--- src/rtl/nscan_pkg.sv ---
`default_nettype none
// ============================================================================
// Module   : nscan_pkg
// Purpose  : Shared widths and FSM state encoding for nibble_word_gather.
// Revision : 1.0
// ============================================================================
package nscan_pkg;

   localparam int NIB_W  = 4;
   localparam int SEL_W  = 3;
   localparam int WORD_W = 32;

   typedef enum logic [1:0] {
      IDLE = 2'd0,
      SCAN = 2'd1,
      DONE = 2'd2
   } state_t;

endpackage
`default_nettype wire

--- src/rtl/nscan_sel_cnt.sv ---
`default_nettype none
// ============================================================================
// Module   : nscan_sel_cnt
// Purpose  : Loadable 3-bit up/down mux select counter with last-index flag.
// Revision : 1.0
// ============================================================================
module nscan_sel_cnt
   import nscan_pkg::*;
#(
   parameter int NIBBLES   = 8,
   parameter bit MSB_FIRST = 1'b0
) (
   input  logic             clk,
   input  logic             rst,
   input  logic             load,
   input  logic             step,
   output logic [SEL_W-1:0] sel,
   output logic             last
);

   localparam logic [SEL_W-1:0] c_first = SEL_W'(MSB_FIRST ? NIBBLES - 1 : 0);
   localparam logic [SEL_W-1:0] c_last  = SEL_W'(MSB_FIRST ? 0 : NIBBLES - 1);

   logic [SEL_W-1:0] r_sel;

   // Load wins over step so the post-last value is never observed.
   always_ff @(posedge clk or posedge rst) begin
      if (rst) begin
         r_sel <= '0;
      end else if (load) begin
         r_sel <= c_first;
      end else if (step) begin
         if (MSB_FIRST) begin
            r_sel <= r_sel - SEL_W'(1);
         end else begin
            r_sel <= r_sel + SEL_W'(1);
         end
      end
   end

   assign sel  = r_sel;
   assign last = (r_sel == c_last);

endmodule
`default_nettype wire

--- src/rtl/nibble_word_gather.sv ---
`default_nettype none
// ============================================================================
// Module   : nibble_word_gather
// Purpose  : Sequences an 8:1 nibble mux and gathers nibbles into a 32-bit
//            word offered on a valid/ready handshake. Optional parity output
//            enabled by defining NSCAN_PARITY_EN.
// Revision : 1.0
// ============================================================================
module nibble_word_gather
   import nscan_pkg::*;
#(
   parameter int NIBBLES   = 8,
   parameter bit MSB_FIRST = 1'b0
) (
   input  logic              clk,
   input  logic              rst,
   input  logic              start,
   input  logic              abort,
   output logic [SEL_W-1:0]  sel,
   output logic              en_n,
   input  logic [NIB_W-1:0]  nib_in,
   output logic              busy,
   output logic [WORD_W-1:0] word_out,
   output logic              word_valid,
`ifdef NSCAN_PARITY_EN
   output logic              parity,
`endif
   input  logic              word_ready
);

   state_t            r_state;
   logic              r_en_n;
   logic              r_busy;
   logic              r_word_valid;
   logic [WORD_W-1:0] r_word;
   logic [WORD_W-1:0] w_word_next;
   logic              w_last;
   logic              w_accept;
   logic              w_load;
   logic              w_step;
   logic              w_scan;

   assign w_scan   = (r_state == SCAN);
   assign w_accept = ~abort & start &
                     ((r_state == IDLE) | ((r_state == DONE) & word_ready));
   assign w_load   = abort | w_accept | (w_scan & w_last);
   assign w_step   = ~abort & w_scan & ~w_last;

   nscan_sel_cnt #(
      .NIBBLES   (NIBBLES),
      .MSB_FIRST (MSB_FIRST)
   ) u_sel_cnt (
      .clk  (clk),
      .rst  (rst),
      .load (w_load),
      .step (w_step),
      .sel  (sel),
      .last (w_last)
   );

   // Placement is by select index, so bits above 4*NIBBLES-1 are never written.
   always_comb begin
      w_word_next = r_word;
      w_word_next[{sel, 2'b00} +: NIB_W] = nib_in;
   end

   always_ff @(posedge clk or posedge rst) begin
      if (rst) begin
         r_state      <= IDLE;
         r_en_n       <= 1'b1;
         r_busy       <= 1'b0;
         r_word_valid <= 1'b0;
         r_word       <= '0;
      end else if (abort) begin
         r_state      <= IDLE;
         r_en_n       <= 1'b1;
         r_busy       <= 1'b0;
         r_word_valid <= 1'b0;
      end else begin
         case (r_state)
            IDLE: begin
               if (start) begin
                  r_word  <= '0;
                  r_en_n  <= 1'b0;
                  r_busy  <= 1'b1;
                  r_state <= SCAN;
               end
            end
            SCAN: begin
               r_word <= w_word_next;
               if (w_last) begin
                  r_en_n       <= 1'b1;
                  r_busy       <= 1'b0;
                  r_word_valid <= 1'b1;
                  r_state      <= DONE;
               end
            end
            DONE: begin
               if (word_ready) begin
                  r_word_valid <= 1'b0;
                  if (start) begin
                     r_word  <= '0;
                     r_en_n  <= 1'b0;
                     r_busy  <= 1'b1;
                     r_state <= SCAN;
                  end else begin
                     r_state <= IDLE;
                  end
               end
            end
            default: begin
               r_en_n       <= 1'b1;
               r_busy       <= 1'b0;
               r_word_valid <= 1'b0;
               r_state      <= IDLE;
            end
         endcase
      end
   end

`ifdef NSCAN_PARITY_EN
   logic r_parity;

   always_ff @(posedge clk or posedge rst) begin
      if (rst) begin
         r_parity <= 1'b0;
      end else if (~abort & w_scan & w_last) begin
         r_parity <= ^w_word_next;
      end
   end

   assign parity = r_parity;
`endif

   assign en_n       = r_en_n;
   assign busy       = r_busy;
   assign word_out   = r_word;
   assign word_valid = r_word_valid;

endmodule
`default_nettype wire

--- config.mk ---
export PLATFORM = sky130hd
export DESIGN_NAME = nibble_word_gather
export DESIGN_NICKNAME = d
export VERILOG_FILES = /design/src/rtl/nscan_pkg.sv /design/src/rtl/nscan_sel_cnt.sv /design/src/rtl/nibble_word_gather.sv
export SDC_FILE = /design/constraint.sdc
export NUM_CORES = 1
export LEC_CHECK = 0
export BUFFER_PORTS_ARGS = -buffer_cell sky130_fd_sc_hd__buf_4
export CAP_MARGIN = 10
export CORE_MARGIN = 2
export CORE_UTILIZATION = 54
export CTS_CLUSTER_DIAMETER = 50
export CTS_CLUSTER_SIZE = 30
export DETAILED_ROUTE_END_ITERATION = 10
export PLACE_DENSITY = 0.79
export SLEW_MARGIN = 20
export SYNTH_ARGS = -nofsm -noshare
export SYNTH_HDL_FRONTEND = slang
export SYNTH_SLANG_ARGS = --single-unit
--- constraint.sdc ---
create_clock -name clk -period 3.6 [get_ports clk]
set_clock_uncertainty 0.1 [all_clocks]
set_input_delay 0.18 -clock clk [delete_from_list [all_inputs] [get_ports clk]]
set_output_delay 0.18 -clock clk [all_outputs]
set_load 0.005 [all_outputs]
## After elaboration in Yosys (flattened, before gate mapping)

Cells that the tools add are included.

| word-level totals | value |
|---|---|
| output and inout bits | 38 |
| ROM bits | 0 |
| logic and storage cells | 61 |
| memory bits (writable) | 0 |
| memories kept | 0 |
| bits of input ports | 9 |
| latch bits | 0 |
| register bits | 40 |

| cells by class | value |
|---|---|
| multiplexer cells | 25 |
| add/sub/neg operators | 2 |
| reduce and logical (&&, ||, !) cells | 7 |
| equal/unequal tests | 8 |
| div/mod/pow operators | 0 |
| shift-type cells | 2 |
| bitwise operators | 11 |
| order comparisons | 0 |
| multipliers | 0 |

Operator list:

| cell | count |
|---|---|
| one-hot mux 32 bit (3 select lines) | 1 |
| 2-to-1 mux 32 bit | 2 |
| bitwise mux 32 bit | 1 |
| variable shift 4 x 7 -> 32 bit (first input constant) | 1 |
| indexed part select 4 x 7 -> 32 bit | 1 |
| 2-to-1 mux 1 bit | 11 |
| inequality test 3 bit (second input constant) | 3 |
| one-hot mux 1 bit (3 select lines) | 3 |
| AND reduction 3 bit | 3 |
| 2-to-1 mux 2 bit | 4 |
| negation 5 -> 7 bit | 1 |
| bitwise AND 1 bit | 6 |
| 2-to-1 mux 3 bit | 2 |
| one-hot mux 2 bit (3 select lines) | 1 |
| inequality test 2 bit (second input constant) | 2 |
| adder 3 x 1 -> 3 bit (second input constant) | 1 |
| == test 3 bit (second input constant) | 1 |
| OR 1 bit | 3 |
| nonzero test 3 bit | 1 |
| == test 2 x 1 -> 1 bit (second input constant) | 1 |
| == test 2 bit (second input constant) | 1 |
| logical NOT 2 bit | 1 |
| inverter 1 bit | 2 |
| AND reduction 2 bit | 1 |
| nonzero test 2 bit | 1 |

## Longest topological paths before layout

Gate-level depths: netlist (run 1).

| logic depth | value |
|---|---|
| depth after elaboration | 7 |
| mapped depth | 8 |
| depth with buffers taken out | 6 |

## Modules after synthesis

A second synthesis (run 1) with hierarchy kept.

| second synthesis, totals | value |
|---|---|
| cells, all modules | 164 |
| area, all modules | 1845.5 um^2 |

By module, submodules not included:

| module | instances | cells an instance | seq. area each (um^2) | area each (um^2) |
|---|---|---|---|---|
| nibble_word_gather | 1 | 152 | 927.1 | 1701.6 |
| nscan_sel_cnt | 1 | 12 | 75.1 | 143.9 |

## Worst setup path before layout (run 1)

No wires, ideal clock.

| path | value |
|---|---|
| path type | register to register |
| start | register u_sel_cnt.r_sel[0] (netlist: u_sel_cnt.sel[0]) |
| end | register r_word[0] (netlist: word_out[0]) |
| stages on the path, launching flop included | 8 |
| path buffers | 1 |
| clock period less this slack | 2564 ps |
| required time | 3410 ps |
| path slack | 1036 ps |
| library setup time | 90 ps |
| data arrival time | 2374 ps |
| cells stage by stage | dfrtp_1 > buf_1 > inv_1 > ha_1 > ha_1 > or3b_2 > or3_1 > o221ai_1 |

| between the ends | value |
|---|---|
| word-level cells in the longest chain between the ends | 4 |
| elaborated cells between the ends (all ways) | 5 |
| classes of those cells | add/sub (1); shift (2); mux (2) |

Ends and longest elaborated chain:

| what | RTL line | RTL |
|---|---|---|
| start: declaration | nscan_sel_cnt.sv:24 | `logic [SEL_W-1:0] r_sel;` |
| start signal: assignment | nscan_sel_cnt.sv:31 | `r_sel <= c_first;` |
| start signal: assignment | nscan_sel_cnt.sv:34 | `r_sel <= r_sel - SEL_W'(1);` |
| start signal: assignment | nscan_sel_cnt.sv:36 | `r_sel <= r_sel + SEL_W'(1);` |
| negation 5 -> 7 bit * | nibble_word_gather.sv:64 | `w_word_next[{sel, 2'b00} +: NIB_W] = nib_in;` |
| indexed part select 4 x 7 -> 32 bit or variable shift 4 x 7 -> 32 bit (tied branches) | nibble_word_gather.sv:64 |  |
| bitwise mux 32 bit * | nibble_word_gather.sv:64 |  |
| one-hot mux 32 bit (3 select lines) * | nibble_word_gather.sv:80 | `case (r_state)` |
| end signal: assignment | nibble_word_gather.sv:90 | `r_word <= w_word_next;` |
| end: declaration | nibble_word_gather.sv:35 | `logic [WORD_W-1:0] r_word;` |

Mark *: on every way between the ends. The rest lies on a longest branch, timed or not.
A chain may end at the register's enable or synchronous reset.

## Final worst setup path (run 1)

Same ends and word-level chain as after synthesis.

==> out/summary.txt, run 1 <==
Run status: finished clean
Number of routed nets with antenna violations: 0
GPL Wtd Cong: 0.844
CP Buf/Inv Count: 1
Horiz. Die Dim: 67.2 um
Fillers: 314
Hold Path Class: in -> reg
Avg WL per Cell: 17.3 um
Reg2reg start: u_sel_cnt.sel[0]
Synth cell types: 43
Initial antenna violation count: 0
Vias in the first global route: 1799
Avg Cell Area, Syn: 10.4 um^2
CP max FO: 17
Crit path arrival time: 2.91 ns
CTS Buf Count: 5
Setup violators final: 0
Crit path kind: reg -> reg
RSZ-0062 raised after global routing: false
Top_reg_cell synth: dfrtp_1
Global-route wire length before repair: 8.63 mm
Cell taking the most area after synthesis: dfrtp_1
Setup TNS: 0 ns
Number of flops mapped to enable cells by yosys: 0
Vias per std cell: 6.08
Clk root buf: clkbuf_8
Critical path origin: u_sel_cnt.sel[0]
Worst Tran Pin Value: 1.03 ns
Synth Register Bits: 40
Worst VDD drop: 210 uV
Sequential share of power: 0.503
Crit end category: register
Nets@finish: 268
Lkg Pwr: 1.23 nW
Port bufs: 46
Clock insertion delay at the later pin of the skew report: 0.29 ns
Initial core utilization: 0.576
Min-delay src: abort
Clock power share: 0.293
Share of cells above drive strength 1: 0.246
H-Tree Level Count: 2
Slowest stage delay, CP: 0.64 ns
IO Pins: 47
Most frequent cell after synthesis: dfrtp_1
Crit-path slowest cell: dfrtp_1
Sw Pwr: 303 uW
Layout area overhead: 21.9%
WP data required: 3.70 ns
Clk sinks: 40
Int Pwr: 786 uW
DRT iter0 DRCs: 181
Syn_nets: 224
Pwr/cell area: 415 mW/mm^2
Post-CTS Setup Inserts: 0
Die H: 67.2 um
Slew HR: 0.309
CTS tree: built
Via count: 1825
Initial DRT Pass Iterations: 5
Core ar.: 0.00374 mm^2
WL final: 5.20 mm
RR Endpoint: word_out[0]
Gr ovfl total: 0
Final Cycle Share: 0.781
Top cell by count, worst path: ha_1
Tot Pwr: 1.09 mW
FP Rows: 22
Gate power share: 0.204
Min Tclk post-route: 2.81 ns
Post-synth ARST share: 1.00
GRT Overall Usage: 0.252
ANT cells: 0
Switching part of the total: 0.278
Final hold viol count: 0
Pins Over Slew Limit: 0
Post-cts resize count: 0
Cell family with the largest share of critical-path delay: simple AND/OR/NAND/NOR gates
Synth cell count leaders: dfrtp_1 (39), inv_1 (32), o211ai_1 (22)
Hold_buf cts: 1
Largest net degree at the start of global routing: 24
CP startpoint kind: register
Die footprint: 0.00451 mm^2
FF-to-FF setup slack: 0.79 ns
Endpoint of the worst hold path: r_state[1]
Max Root-Sink Buffers: 2
Cells after synthesis: 208
DRC viols: 0
Hold Crit Depth: 2
Max_cap viols: 0
R2R depth: 6
Yosys top cell area share: 0.453
Post-DP HPWL: 3.71 mm
Cell Area, Synth: 0.00215 mm^2
Synth area leaders: dfrtp_1 (45%), o211ai_1 (7.7%), o221ai_1 (6.1%)
Crit-path cells: inv_1, ha_1, ha_1, or3b_2, or3_1, o221ai_1
F_max: 0.356 GHz
YS warnings: 0
CTS clock-pin slew for the worst setup and hold paths: 0.07 ns
Sequential share of the synthesized area: 0.465
[state kept, by name, summed over array words and instances, names as in the netlist]
signal / count
r_state: 2
busy: 1
word_valid: 1
u_sel_cnt.sel: 3
en_n: 1
word_out: 32
[final cells by class]
cell class	instances	area, um^2	area share
well taps	48	60.1	0.0229
inverters	32	120	0.0457
repair buffers	49	370	0.141
multi-input cells	124	977	0.372
flip-flops and latches	40	1000	0.382
clock buffers	7	96.3	0.0367
[routing by layer]
| layer | share of wire | routed length (um) | track usage |
|---|---|---|---|
| met5 | 0 | 0 | 0 |
| met1 | 0.44 | 2290 | 0.346 |
| met4 | 0.013 | 68 | 0.0867 |
| met3 | 0.061 | 319 | 0.0383 |
| met2 | 0.49 | 2530 | 0.410 |
[cell usage in the layout (no fill, tap or decap), drive strengths merged, types with 3 or more instances in the layout]
| cell type | count |
|---|---|
| a211oi | 4 |
| a21oi | 5 |
| a221o | 5 |
| a22o | 12 |
| buf | 48 |
| clkbuf | 7 |
| dfrtp | 39 |
| ha | 7 |
| inv | 32 |
| nand2b | 3 |
| nand3 | 5 |
| nor2 | 3 |
| nor2b | 5 |
| nor3 | 4 |
| o211ai | 22 |
| o21ai | 4 |
| o221ai | 15 |
| o311a | 3 |
| or3b | 3 |
[worst reg2reg max path: cells and delay by family, from the launching register on]
kind | cells | cell delay [ns]
AOI/OAI and AO/OA | 1 | 0.21
buffers and inverters | 1 | 0.14
DFF | 1 | 0.64
adders and majority gates | 2 | 0.67
and+or+nand+nor | 2 | 0.96
[logic make-up (layout without fill, tap and decap cells)]
logic type	count (synthesis)	after routing	synth area share
AO/OA/AOI/OAI	76	76	0.282
buffers and inverters	44	88	0.0813
flip-flops	40	40	0.465
AND/OR/NAND/NOR	39	39	0.122
adder cells (fa/ha/maj)	7	7	0.0406
XOR/XNOR	1	1	0.00407
multiplexers	1	1	0.00465
[metrics by stage]
step | cell area [um^2] | util | instances | hold slack, ns | setup slack [ns]
floorplan | 2150 | - | 208 | 0.213 | 1.04
global placement | 2520 | 0.673 | 292 | 0.302 | 0.936
detailed placement | 2520 | 0.673 | 292 | 0.312 | 0.793
CTS | 2630 | 0.702 | 300 | 0.0371 | 0.774
global route | 2630 | 0.702 | 300 | 0.0426 | 0.603
finish | 2630 | 0.702 | 300 | 0.0419 | 0.789
[worst max-delay path by stage]
stage	cells past startpoint	endpoint	slack [ns]
after global placement	6	word_out[3]	0.94
after floorplan	7	word_out[0]	1.04
after CTS	6	word_out[0]	0.77
after global routing	6	word_out[3]	0.60
after detailed placement	6	word_out[0]	0.79
final	6	word_out[0]	0.79
[power by group through the flow]
stage | clock, mW | sequential (mW) | combinational [mW]
2_1_floorplan | 0 | 0.546 | 0.113
3_3_place_gp | 0 | 0.552 | 0.215
3_5_place_dp | 0 | 0.555 | 0.223
4_1_cts | 0.322 | 0.547 | 0.224
5_1_grt | 0.340 | 0.553 | 0.249
6_report | 0.319 | 0.548 | 0.222
Power figures use the tool's default switching activity.
==> inputs of run 2 (changes only) <==
Settings changed: CORE_UTILIZATION 54 to 49, PLACE_DENSITY 0.79 to 0.76.
Clock period 3.6 ns to 2.5 ns, I/O delays scaled along.
==> out/summary.txt, run 2 (synthesized netlist as in run 1, its figures left out) <==
Slew HR: 0.562 (+0.253)
WL met2: 2.55 mm (+0.95%)
Fillers: 364 (+16%)
Post-cts resize count: 0 (unchanged)
Wl on met1: 2.39 mm (+4.2%)
H-Tree Level Count: 2 (unchanged)
Port bufs: 46 (unchanged)
Worst VDD drop: 274 uV (+30%)
Final Cycle Share: 0.919 (+0.138)
Hold_buf cts: 2 (+1)
Crit path arrival time: 2.40 ns (-0.51 ns)
Worst Tran Pin Value: 0.648 ns (-0.386 ns)
Dpl cells: 305 (+4.5%)
Largest net degree at the start of global routing: 41 (+71%)
Max Root-Sink Buffers: 2 (unchanged)
Die footprint: 0.00494 mm^2 (+9.6%)
Run status: finished clean
Pins Over Slew Limit: 0 (unchanged)
Crit path kind: reg -> reg
Final hold viol count: 0 (unchanged)
Min Tclk post-route: 2.30 ns (-0.514 ns)
Initial antenna violation count: 0 (unchanged)
Max_cap viols: 0 (unchanged)
Via count: 1865 (+2.2%)
RSZ-0062 raised after global routing: false
Nets@finish: 279 (+4.1%)
Pwr/cell area: 608 mW/mm^2 (+47%)
Finished Core Util: 0.638 (-0.0640)
Crit-path cells: inv_1, ha_1, ha_1, or4bb_1, or4_4, o221ai_1
Lkg Pwr: 1.29 nW (+5.0%)
Post-DP HPWL: 3.72 mm (+0.46%)
CTS tree: built
Most frequent cells in the layout: buf_4 (57), dfrtp_1 (39), inv_1 (32), o211ai_1 (22), o221ai_1 (15)
Vias in the first global route: 1800 (+0.056%)
Hold Path Class: in -> reg
F_max: 0.435 GHz (+22%)
Final worst slack: 0.203 ns (-0.586 ns)
Pre-CTS setup slack: 0.268 ns (-0.524 ns)
Initial DRT Pass Iterations: 4 (-1)
Top routing layer in use: met4
WP data required: 2.60 ns (-1.10 ns)
IO Pins: 47 (unchanged)
Crit-path slowest cell: or4bb_1
Setup TNS: 0 ns (unchanged)
Vias per std cell: 5.90 (-3.0%)
CTS Buf Count: 5 (unchanged)
FP Rows: 24 (+9.1%)
Top cell by count, worst path: ha_1
Non-Filler Instances: 316 (+5.3%)
GRT Overall Usage: 0.218 (-0.0341)
Initial core utilization: 0.502 (-0.0738)
Share of cells above drive strength 1: 0.273 (+0.0267)
Number of routed nets with antenna violations: 0 (unchanged)
Post-CTS Setup Inserts: 0 (unchanged)
CTS clock-pin slew for the worst setup and hold paths: 0.08 ns (about the same)
Clock insertion delay at the later pin of the skew report: 0.29 ns (about the same)
DRC viols: 0 (unchanged)
Crit end category: register
CP startpoint kind: register
Clk sinks: 40 (unchanged)
WL final: 5.21 mm (+0.17%)
Avg WL per Cell: 16.5 um (-4.9%)
Most common library cell in the layout ignoring fill and taps: buf_4
CP max FO: 5 (-12)
Tot Pwr: 1.67 mW (+53%)
Global-route wire length before repair: 8.66 mm (+0.39%)
Slowest stage delay, CP: 0.53 ns (-0.11 ns)
Horiz. Die Dim: 70.3 um (+4.7%)
ANT cells: 0 (unchanged)
Core ar.: 0.00429 mm^2 (+15%)
GPL Wtd Cong: 0.826 (-2.1%)
Clk root buf: clkbuf_8
Setup violators final: 0 (unchanged)
Gr ovfl total: 0 (unchanged)
FF-to-FF setup slack: 0.20 ns (-0.59 ns)
Layout area overhead: 27.1%
Max reg flops: 32 (unchanged)
DRT iter0 DRCs: 178 (-1.7%)
Metal3 WL: 254 um (-20%)
Die H: 70.3 um (+4.7%)
==> run 2: layout make-up <==
type	instances	area, um^2	area share
inverters	32	120	0.0439
repair buffers	60	458	0.167
clock buffers	5	68.8	0.0251
flip-flops and latches	40	1000	0.366
clock inverters	3	46.3	0.0169
well taps	52	65.1	0.0238
multi-input cells	124	977	0.357
==> run 2: path summary, 6_finish.rpt <==
check | startpoint | to | cells past startpoint
max | u_sel_cnt.sel[0] | word_out[30] | 6
min | nib_in[2] | word_out[14] | 2
max reg2reg | u_sel_cnt.sel[0] | word_out[30] | 6
min reg2reg | word_out[5] | word_out[5] | 1
max in group asynchronous | rst | en_n | 4
min in group asynchronous | rst | word_out[8] | 4
==> run 2: stage by stage <==
step	hold slack [ns]	cell area, um^2
final	0.00777	2740
after global routing	0.0107	2740
after CTS	0.00291	2730
after detailed placement	0.191	2590
after global placement	0.174	2590
after floorplan	0.158	2160
==> run 2: where the power goes <==
part,leakage [nW],switching [mW],internal (mW)
logic,0.696,0.161,0.178
clock network,0.0548,0.248,0.301
registers,0.536,0.0596,0.718
total,1.29,0.469,1.20
==> run 2: critical path: cells and delay by family (launching register included) <==
family	cells	cell delay, ns
AND/OR/NAND/NOR	2	0.99
adder cells (fa/ha/maj)	2	0.47
flip-flops	1	0.36
AO/OA/AOI/OAI	1	0.21
buffers and inverters	1	0.06
==> run 2: metal layers <==
layer	global-route usage	vias to the layer above
li1	-	903
met1	0.305	908
met2	0.342	50
met3	0.0534	4
met4	0.0534	0
met5	0	-
==> inputs of run 3 (changes only) <==
Settings changed: ABC_AREA set to 1, CORE_UTILIZATION 49 to 35, PLACE_DENSITY 0.76 to unset, RECOVER_POWER set to 50.
==> out/summary.txt, run 3 <==
Run status: finished clean
Pwr/cell area: 528 mW/mm^2 (-13%)
Top cell by count, worst path: nand2_1
Initial antenna violation count: 0 (unchanged)
Nets@finish: 346 (+24%)
Most frequent cells in the layout: nand2_1 (132), dfrtp_1 (39), nor2_1 (38), clkbuf_4 (34), nand3_1 (17)
Min-delay src: word_ready
YS warnings: 0 (unchanged)
Slew HR: 0.358 (-0.204)
RR Endpoint: word_out[30]
Cell Area, Synth: 0.00205 mm^2 (-4.8%)
WL final: 4.54 mm (-13%)
Reg2reg start: u_sel_cnt.sel[0]
Max Root-Sink Buffers: 2 (unchanged)
Die footprint: 0.00649 mm^2 (+31%)
CP Buf/Inv Count: 2 (+1)
FP Rows: 27 (+13%)
FF-to-FF setup slack: 0.46 ns (+0.26 ns)
Via count: 1862 (-0.16%)
Vias in the first global route: 1778 (-1.2%)
Crit-path cells: inv_2, ha_1, ha_1, inv_1, nand3_1, nand2_1, nand2_1, nand2_1, nand2_1
Syn_nets: 295 (+32%)
Synth cell count leaders: nand2_1 (132), dfrtp_1 (39), nor2_1 (38)
Share of cells above drive strength 1: 0.188 (-0.0848)
Yosys top cell area share: 0.476 (+0.0226)
Worst VDD drop: 212 uV (-23%)
RSZ-0062 raised after global routing: false
Lkg Pwr: 1.41 nW (+9.9%)
Most frequent cell after synthesis: nand2_1
Post-DP HPWL: 3.41 mm (-8.5%)
Crit end category: register
ANT cells: 0 (unchanged)
Max_cap viols: 0 (unchanged)
Crit-path slowest cell: dfrtp_1
Port bufs: 46 (unchanged)
Setup TNS: 0 ns (unchanged)
Post-CTS Setup Inserts: 0 (unchanged)
R2R depth: 9 (+3)
Synth area leaders: dfrtp_1 (48%), nand2_1 (24%), nor2_1 (7.0%)
Worst Tran Pin Value: 0.963 ns (+0.315 ns)
H-Tree Level Count: 2 (unchanged)
F_max: 0.491 GHz (+13%)
Layout area overhead: 25.9%
Final hold viol count: 0 (unchanged)
Number of routed nets with antenna violations: 0 (unchanged)
Avg WL per Cell: 11.3 um (-32%)
Most common library cell in the layout ignoring fill and taps: nand2_1
Clk root buf: clkbuf_8
CTS Buf Count: 5 (unchanged)
Horiz. Die Dim: 80.6 um (+15%)
Min Tclk post-route: 2.04 ns (-0.260 ns)
GPL Wtd Cong: 0.794 (-3.9%)
Global-route wire length before repair: 7.99 mm (-7.7%)
Largest net degree at the start of global routing: 41 (unchanged)
Synth cell types: 20 (-53%)
GRT Overall Usage: 0.158 (-0.0604)
CP max FO: 7 (+2)
Sequential share of the synthesized area: 0.488 (+0.0233)
Slowest stage delay, CP: 0.46 ns (-0.07 ns)
Number of flops mapped to enable cells by yosys: 0 (unchanged)
WP data required: 2.57 ns (-0.03 ns)
Avg Cell Area, Syn: 7.35 um^2 (-29%)
Endpoint of the worst hold path: r_state[0]
CTS clock-pin slew for the worst setup and hold paths: 0.07 ns (about the same)
Hold Crit Depth: 3 (+1)
Clock insertion delay at the later pin of the skew report: 0.28 ns (about the same)
Tot Pwr: 1.36 mW (-18%)
Vias per std cell: 4.63 (-22%)
CP startpoint kind: register
Final Cycle Share: 0.815 (-0.104)
Max reg flops: 32 (unchanged)
IO Pins: 47 (unchanged)
Cells after synthesis: 279 (+34%)
Setup violators final: 0 (unchanged)
CTS tree: built
DRC viols: 0 (unchanged)
Hold Path Class: in -> reg
Synth Register Bits: 40 (unchanged)
Crit path arrival time: 2.11 ns (-0.29 ns)
Clk sinks: 40 (unchanged)
Die H: 80.6 um (+15%)
Crit path kind: reg -> reg
Cell taking the most area after synthesis: dfrtp_1
DRT iter0 DRCs: 82 (-54%)
Initial core utilization: 0.368 (-0.134)
Gr ovfl total: 0 (unchanged)
Cell family with the largest share of critical-path delay: adder cells
Core ar.: 0.00557 mm^2 (+30%)
Initial DRT Pass Iterations: 4 (unchanged)
Post-synth ARST share: 1.00 (unchanged)
Top_reg_cell synth: dfrtp_1
Pins Over Slew Limit: 0 (unchanged)
[run 3: changes by cell type after synthesis, sizes merged, moves of 5 or more]
cell,change
nand2,+130
nor2,+35
o211ai,-21
o221ai,-15
inv,-14
a22o,-12
nand3,+12
clkbuf,-7
nand3b,+7
a221o,-5
nor2b,-5
[run 3: cells by family after synthesis]
family,Yosys count,synth area share
AND/OR/NAND/NOR,200,0.396
flip-flops,40,0.488
buffers and inverters,24,0.0482
AO/OA/AOI/OAI,8,0.0244
adder cells (fa/ha/maj),7,0.0427
[run 3: cell type report]
| class | count | area [um^2] |
|---|---|---|
| fill | 577 | 2990 |
| sequential | 40 | 1000 |
| multi-input combinational | 215 | 951 |
| timing repair buffer | 50 | 375 |
| clock buffer | 7 | 96.3 |
| tap | 72 | 90.1 |
| inverter | 18 | 67.6 |
[run 3: metrics by stage]
| step | hold slack [ns] | utilization | setup WS, ns | cells | cell area (um^2) |
|---|---|---|---|---|---|
| floorplan | 0.190 | - | 0.691 | 279 | 2050 |
| global placement | 0.184 | 0.445 | 0.553 | 394 | 2480 |
| detailed placement | 0.185 | 0.445 | 0.485 | 394 | 2480 |
| CTS | 0.0303 | 0.464 | 0.459 | 402 | 2580 |
| global route | 0.0498 | 0.463 | 0.231 | 402 | 2580 |
| finish | 0.0364 | 0.463 | 0.463 | 402 | 2580 |
[run 3: layer usage]
metal	GRT usage	up-vias	wire (um)
met2	0.255	35	1990
met5	0	-	0
met4	0.0475	0	55
li1	-	973	-
met3	0.0371	6	195
met1	0.210	848	2300
[run 3: worst max path at each step]
| stage | startpoint | end | slack, ns | depth (start not counted) |
|---|---|---|---|---|
| floorplan | u_sel_cnt.sel[0] | word_out[0] | 0.69 | 9 |
| global placement | u_sel_cnt.sel[0] | word_out[29] | 0.55 | 9 |
| detailed placement | u_sel_cnt.sel[0] | word_out[28] | 0.48 | 9 |
| CTS | u_sel_cnt.sel[0] | word_out[28] | 0.46 | 9 |
| global route | u_sel_cnt.sel[0] | word_out[28] | 0.23 | 9 |
| finish | u_sel_cnt.sel[0] | word_out[30] | 0.46 | 9 |
[run 3: what timing repair did]
item,CTS,global route
hold buffers,1,0
endpoints found under the hold margin,39,0
resized for setup,0,0
[run 3: where the power goes]
group / switching, mW / internal (mW) / total, mW
Combinational: 0.147 / 0.0789 / 0.226
Sequential: 0.0144 / 0.666 / 0.681
Clock: 0.210 / 0.246 / 0.456
Total: 0.372 / 0.991 / 1.36
[run 3: worst reg2reg max path: cells and delay by family (launching register included)]
kind / cells / cell delay [ns]
flops: 1 / 0.46
buf+inv: 2 / 0.25
fa+ha+maj: 2 / 0.58
simple gates: 5 / 0.54
